File: src/rtl/subtractor_pipe.sv
// Two-stage pipelined subtractor: borrow generate/propagate in S1, prefix tree and result in S2.
// Optional zero/overflow flags are built only when SUBTRACTOR_PIPE_FLAGS_EN is defined.
module subtractor_pipe #(
  parameter int unsigned WIDTH = 8
) (
  input  logic             clk,
  input  logic             rst,
  input  logic             in_valid,
  output logic             in_ready,
  input  logic [WIDTH-1:0] a_in,
  input  logic [WIDTH-1:0] b_in,
  output logic             out_valid,
  input  logic             out_ready,
  output logic [WIDTH-1:0] diff,
  output logic             borrow
`ifdef SUBTRACTOR_PIPE_FLAGS_EN
  ,
  output logic             zero,
  output logic             ovf
`endif
);

  localparam int unsigned Levels = $clog2(WIDTH);

  // Stage 1 state
  logic             s1_v_q, s1_v_d;
  logic [WIDTH-1:0] g_q, p_q, x_q;
`ifdef SUBTRACTOR_PIPE_FLAGS_EN
  logic             sa_q, sb_q;
`endif

  // Stage 2 state
  logic             out_valid_q, out_valid_d;
  logic [WIDTH-1:0] diff_q, diff_d;
  logic             borrow_q, borrow_d;
`ifdef SUBTRACTOR_PIPE_FLAGS_EN
  logic             zero_q, zero_d;
  logic             ovf_q, ovf_d;
`endif

  logic             s2_load;
  logic             in_fire;
  logic [WIDTH-1:0] g_lvl, p_lvl, g_nxt, p_nxt;

  assign s2_load  = s1_v_q & (~out_valid_q | out_ready);
  assign in_ready = ~s1_v_q | s2_load;
  assign in_fire  = in_valid & in_ready;

  always_comb begin
    s1_v_d = s1_v_q;
    if (in_fire) begin
      s1_v_d = 1'b1;
    end else if (s2_load) begin
      s1_v_d = 1'b0;
    end
  end

  always_comb begin
    out_valid_d = out_valid_q;
    if (s2_load) begin
      out_valid_d = 1'b1;
    end else if (out_ready) begin
      out_valid_d = 1'b0;
    end
  end

  always_ff @(posedge clk or posedge rst) begin
    if (rst) begin
      s1_v_q <= 1'b0;
      g_q    <= '0;
      p_q    <= '0;
      x_q    <= '0;
`ifdef SUBTRACTOR_PIPE_FLAGS_EN
      sa_q   <= 1'b0;
      sb_q   <= 1'b0;
`endif
    end else begin
      s1_v_q <= s1_v_d;
      if (in_fire) begin
        g_q <= ~a_in & b_in;
        p_q <= ~(a_in ^ b_in);
        x_q <= a_in ^ b_in;
`ifdef SUBTRACTOR_PIPE_FLAGS_EN
        sa_q <= a_in[WIDTH-1];
        sb_q <= b_in[WIDTH-1];
`endif
      end
    end
  end

  // Kogge-Stone borrow tree; g_lvl[i] ends as the borrow out of bit i with no borrow-in.
  always_comb begin
    g_lvl = g_q;
    p_lvl = p_q;
    g_nxt = g_q;
    p_nxt = p_q;
    for (int l = 0; l < Levels; l++) begin
      g_nxt = g_lvl;
      p_nxt = p_lvl;
      for (int i = 0; i < WIDTH; i++) begin
        if (i >= (1 << l)) begin
          g_nxt[i] = g_lvl[i] | (p_lvl[i] & g_lvl[i - (1 << l)]);
          p_nxt[i] = p_lvl[i] & p_lvl[i - (1 << l)];
        end
      end
      g_lvl = g_nxt;
      p_lvl = p_nxt;
    end
  end

  always_comb begin
    diff_d   = x_q ^ {g_lvl[WIDTH-2:0], 1'b0};
    borrow_d = g_lvl[WIDTH-1];
`ifdef SUBTRACTOR_PIPE_FLAGS_EN
    zero_d   = (diff_d == '0);
    ovf_d    = (sa_q != sb_q) & (diff_d[WIDTH-1] != sa_q);
`endif
  end

  always_ff @(posedge clk or posedge rst) begin
    if (rst) begin
      out_valid_q <= 1'b0;
      diff_q      <= '0;
      borrow_q    <= 1'b0;
`ifdef SUBTRACTOR_PIPE_FLAGS_EN
      zero_q      <= 1'b0;
      ovf_q       <= 1'b0;
`endif
    end else begin
      out_valid_q <= out_valid_d;
      if (s2_load) begin
        diff_q   <= diff_d;
        borrow_q <= borrow_d;
`ifdef SUBTRACTOR_PIPE_FLAGS_EN
        zero_q   <= zero_d;
        ovf_q    <= ovf_d;
`endif
      end
    end
  end

  assign out_valid = out_valid_q;
  assign diff      = diff_q;
  assign borrow    = borrow_q;
`ifdef SUBTRACTOR_PIPE_FLAGS_EN
  assign zero      = zero_q;
  assign ovf       = ovf_q;
`endif

endmodule

File: config.mk
export PLATFORM = sky130hd
export DESIGN_NAME = subtractor_pipe
export DESIGN_NICKNAME = d
export VERILOG_FILES = /design/src/rtl/subtractor_pipe.sv
export SDC_FILE = /design/constraint.sdc
export NUM_CORES = 1
export LEC_CHECK = 0
export CORE_MARGIN = 5
export CORE_UTILIZATION = 52
export DETAILED_ROUTE_END_ITERATION = 8
export PLACE_DENSITY_LB_ADDON = 0.25
export SETUP_SLACK_MARGIN = 0.02
export SLEW_MARGIN = 30
export SYNTH_ARGS = -nofsm -noshare
export SYNTH_HDL_FRONTEND = slang
export SYNTH_SLANG_ARGS = --single-unit
File: constraint.sdc
create_clock -name clk -period 2.55 [get_ports clk]
set_input_delay 0.51 -clock clk [delete_from_list [all_inputs] [get_ports clk]]
set_output_delay 0.51 -clock clk [all_outputs]
set_load 0.01 [all_outputs]
==> summary by stage <==
Setup path
For the worst setup path, the data arrival time is 1.73 ns. The library cell appearing most often on the critical path is sky130_fd_sc_hd__clkdlybuf4s50_1. The cell type group with the largest total delay on the critical path is buffers and inverters.

The number of buffers and inverters on the critical path is 2. The worst setup path is launched from an input pin. The worst setup path is captured at an output port. The worst register-to-register path ends at diff[5]. Of all nets on the critical path, the largest fanout is 4. At the worst endpoint, the required time is 2.04 ns. Measured in cells, the most critical reg-to-reg path has a length of 4. Traced cell by cell, the critical path runs through clkdlybuf4s50_1 > nand3b_1 > clkdlybuf4s50_1. The slowest stage of the critical path belongs to the cell sky130_fd_sc_hd__clkdlybuf4s50_1.

The worst reg2reg path startpoint is g_q[0]. For this run, the slowest stage of the critical path takes 0.56 ns. The worst setup slack for register-to-register paths is 1.07 ns. The critical path class is in2out.

Timing
In this run the tightest slew margin relative to its limit is 63.72%. For the pin with the worst max-slew slack, the measured transition is 0.5429 ns. The total setup violations reported at the end of the flow is 0. For this run, the top clock speed supported by timing is 0.4469 GHz.

The final hold violation count is 0. The setup TNS is 0 ns. Hold is met by 0.4767 ns. In the post-route analysis, the smallest setup slack over all paths is 0.3125 ns. The number of max-slew violations in the final report was 0. The part of the cycle the worst path needs is 87.74%. The final critical-path required period is 2.237 ns.

Setup repair after global routing left no endpoint under its margin. The worst-case clock skew is 0.007136 ns.

GRT
The initial antenna violation count came to 0. The total track usage is 16.65%. The via count of the first global-routing pass is 1,230. Entering global routing, the biggest net connects 35 pins. The first-pass GRT wire length is 5.382 mm. Summed over all layers, the global routing overflow is 0.

Layout
The post-route netlist has 4.433% of its cells at a drive strength greater than 1. The number of fillers in the final layout is 251. The number of antenna cells inserted is 0. Leaving out filler cells and counting taps, the final layout contains 236.

The growth of design area from synthesis to finish is 24.25%. For this run, the share of the core covered by cells in the final layout is 65.88%. For this run, the post-layout net count is 231.

Floorplan
Pin placement for this block handled 31 I/O pins. The die is 65.11 um tall. The core footprint is 2978 sq um. The floorplan step defined a die boundary enclosing 4239 sq um. The initialized floorplan defines 20 standard-cell rows. The initial utilization of the core area, before any placement, comes to 53.03%. From left edge to right edge, the die measures 65.11 um.

Clock tree
The later pin in the worst-skew pair is clocked with a latency of 0.33 ns. The clock tree root driver cell is sky130_fd_sc_hd__clkbuf_4. TritonCTS built the clock tree. TritonCTS created 5 clock buffers.

Post-CTS repair changed the size of 0 cells. The buffer count from post-CTS setup fixing is 0. In this run, post-CTS hold repair placed 0 buffers. The H-tree was split into 2 levels. The clock sink total is 34.

No sink is reached through more buffers than the 2 on the longest clock path. Clock-pin slew was measured on the worst setup and hold paths at 0.09 ns.

Worst hold path
The hold path endpoint is diff[0]. The number of cells on the worst hold path is 2. In this run the worst hold path is classified as reg2reg.

The worst hold path begins at x_q[0].

Synth
The part of the Yosys area used for sequential elements is 53.88%. During synthesis, Yosys emitted a total of 0 warnings. After technology mapping, the gate count stands at 168.

Counting flops with an async set or reset pin after synthesis yields a share of 100.0%. The synthesized netlist occupies a cell area of 1579 sq um. The fraction of synthesized cell area taken by the top area cell type is 53.88%. By area the synthesized netlist is led by sky130_fd_sc_hd__dfrtp_1, sky130_fd_sc_hd__nand2_1, sky130_fd_sc_hd__ha_1. The number of synthesized flops with an enable pin is 0. The main flop type after synthesis is sky130_fd_sc_hd__dfrtp_1. The average instance area after synthesis is 9.399 sq um.

When the netlist entered floorplanning its net count stood at 196. The top cell type by total area after synthesis is sky130_fd_sc_hd__dfrtp_1. Synthesis instantiated 31 different standard cells from the library. The synthesized design contains 34 register bits.

Drt
After detailed routing, the number of vias per cell comes to 5.157. The initial detailed-routing violation count is 43. The routed wire length is 2.981 mm. The number of nets with antenna violations after detailed routing is 0. The detailed router placed 1,217 vias in this run. The post-detailed-route DRC marker count is 0.

The first-pass iteration count of the detailed router is 4. Dividing the detail-routed wire length by the instance count gives 12.63 um.

Place
The placer congestion estimate is 0.8016. Summed over all nets, the half-perimeter wirelength after detailed placement is 2.228 mm. Buffers placed on the I/O ports in this run total 30. After detailed placement, the design holds a cell count of 229. The setup slack after placement is 0.3184 ns.

Power
The switching share of total power is 30.07%. The peak ir drop on the vdd network is 0.0003731 V. The leakage power of the design is 0.9502 nW. Combinational cells account for 27.1% of the total power. In this run the power density over the cells is 681.1 nW/um^2. The power spent charging and discharging nets is 0.4018 mW. The power share of the clock group is 20.1%.

Cell internal power was estimated by the tool at 0.9344 mW. Sequential cells burn 52.8% of the power.

Status
The flow ran to the end, and the final reports show no timing, DRC or antenna violations.

Job
The tool flagged a number of max-cap violations equal to 0.
[worst max path at each step]
stage               depth (start not counted)       end  startpoint  slack [ns]
floorplan                                   4    x_q[2]   out_ready        1.12
global placement                            3  in_ready   out_ready        0.34
detailed placement                          3  in_ready   out_ready        0.32
CTS                                         3  in_ready   out_ready        0.31
global route                                3  in_ready   out_ready        0.24
finish                                      3  in_ready   out_ready        0.31
[logic make-up after synthesis]
| logic type | count (synthesis) | share of synthesized area [%] |
|---|---|---|
| xor+xnor | 4 | 2.219 |
| buf+inv | 18 | 4.516 |
| compound gates | 31 | 13.71 |
| fa+ha+maj | 8 | 6.339 |
| simple gates | 73 | 19.33 |
| flops | 34 | 53.88 |
[cells in the mapped netlist (2+ instances only)]
cell and count:
sky130_fd_sc_hd__o21ai_0 9, sky130_fd_sc_hd__nor2_1 6, sky130_fd_sc_hd__inv_1 14, sky130_fd_sc_hd__a21oi_1 2, sky130_fd_sc_hd__nand2b_1 2, sky130_fd_sc_hd__nor3_1 3, sky130_fd_sc_hd__o21bai_1 2, sky130_fd_sc_hd__nand4_1 2
sky130_fd_sc_hd__a31oi_1 2, sky130_fd_sc_hd__nand2_1 53, sky130_fd_sc_hd__xnor2_1 3, sky130_fd_sc_hd__buf_2 3, sky130_fd_sc_hd__ha_1 8, sky130_fd_sc_hd__a21boi_0 3, sky130_fd_sc_hd__nor2b_1 2, sky130_fd_sc_hd__a2111o_1 2
sky130_fd_sc_hd__dfrtp_1 34, sky130_fd_sc_hd__o21a_1 5
[cell type report]
type                       count  area [sq um]  area share [%]
sequential                    34         850.8           43.37
clock buffer                   7         45.04           2.296
multi-input combinational    116         656.9           33.48
timing repair buffer          32         315.3           16.07
tap                           33         41.29           2.105
inverter                      14         52.55           2.679
[worst reg2reg max path, cell delays in order (launching register included)]
cell,delay (ns)
sky130_fd_sc_hd__dfrtp_1,0.45
sky130_fd_sc_hd__a211oi_2,0.27
sky130_fd_sc_hd__o21bai_1,0.16
sky130_fd_sc_hd__a2111o_1,0.44
sky130_fd_sc_hd__o311ai_1,0.09
[stage by stage]
step	power, mW	area, sq um
5_1_grt	1.433	1962
2_1_floorplan	0.9074	1579
6_report	1.336	1962
3_5_place_dp	1.085	1917
3_3_place_gp	1.070	1917
4_1_cts	1.352	1962
[power by group through the flow]
stage	Combinational (mW)	Sequential, mW	Clock [mW]
after floorplan	0.184	0.723	0
after global placement	0.359	0.711	0
after detailed placement	0.368	0.717	0
after CTS	0.369	0.706	0.277
after global routing	0.410	0.720	0.303
final	0.362	0.706	0.268
[flip-flops by register name, summed over array words and instances, names as in the netlist]
register   flops
diff           8
g_q            8
x_q            8
p_q            7
borrow         1
out_valid      1
s1_v_q         1
[cells in the final DEF, fill, tap and decap left out, drive strengths merged]
| cell | synthesis | layout |
|---|---|---|
| nor2 | 6 | 6 |
| a31oi | 2 | 2 |
| nor3 | 3 | 3 |
| o31ai | 1 | 1 |
| and3 | 1 | 1 |
| xnor2 | 3 | 3 |
| nand3b | 1 | 1 |
| o21bai | 2 | 2 |
| o311a | 1 | 1 |
| a21oi | 2 | 2 |
| nand4 | 2 | 2 |
| inv | 14 | 14 |
| clkbuf | 1 | 7 |
| a211oi | 2 | 2 |
| and2 | 1 | 1 |
| nor2b | 2 | 2 |
| nand2 | 54 | 54 |
| o21a | 5 | 5 |
| o311ai | 1 | 1 |
| nand2b | 2 | 2 |
| a2111o | 2 | 2 |
| a21boi | 3 | 3 |
| nand3 | 1 | 1 |
| ha | 8 | 8 |
| dfrtp | 34 | 34 |
| o21ai | 10 | 10 |
| clkdlybuf4s50 | 0 | 30 |
| xor2 | 1 | 1 |
| buf | 3 | 2 |
[routing by layer]
| layer | global-route usage (%) | vias to the layer above | part of all wire, % |
|---|---|---|---|
| li1 | - | 625 | - |
| met1 | 21.51 | 553 | 47 |
| met2 | 26.31 | 32 | 45 |
| met3 | 4.274 | 7 | 5.6 |
| met4 | 7.772 | 0 | 1.8 |
| met5 | 0 | - | 0 |
Power figures use the tool's default switching activity.
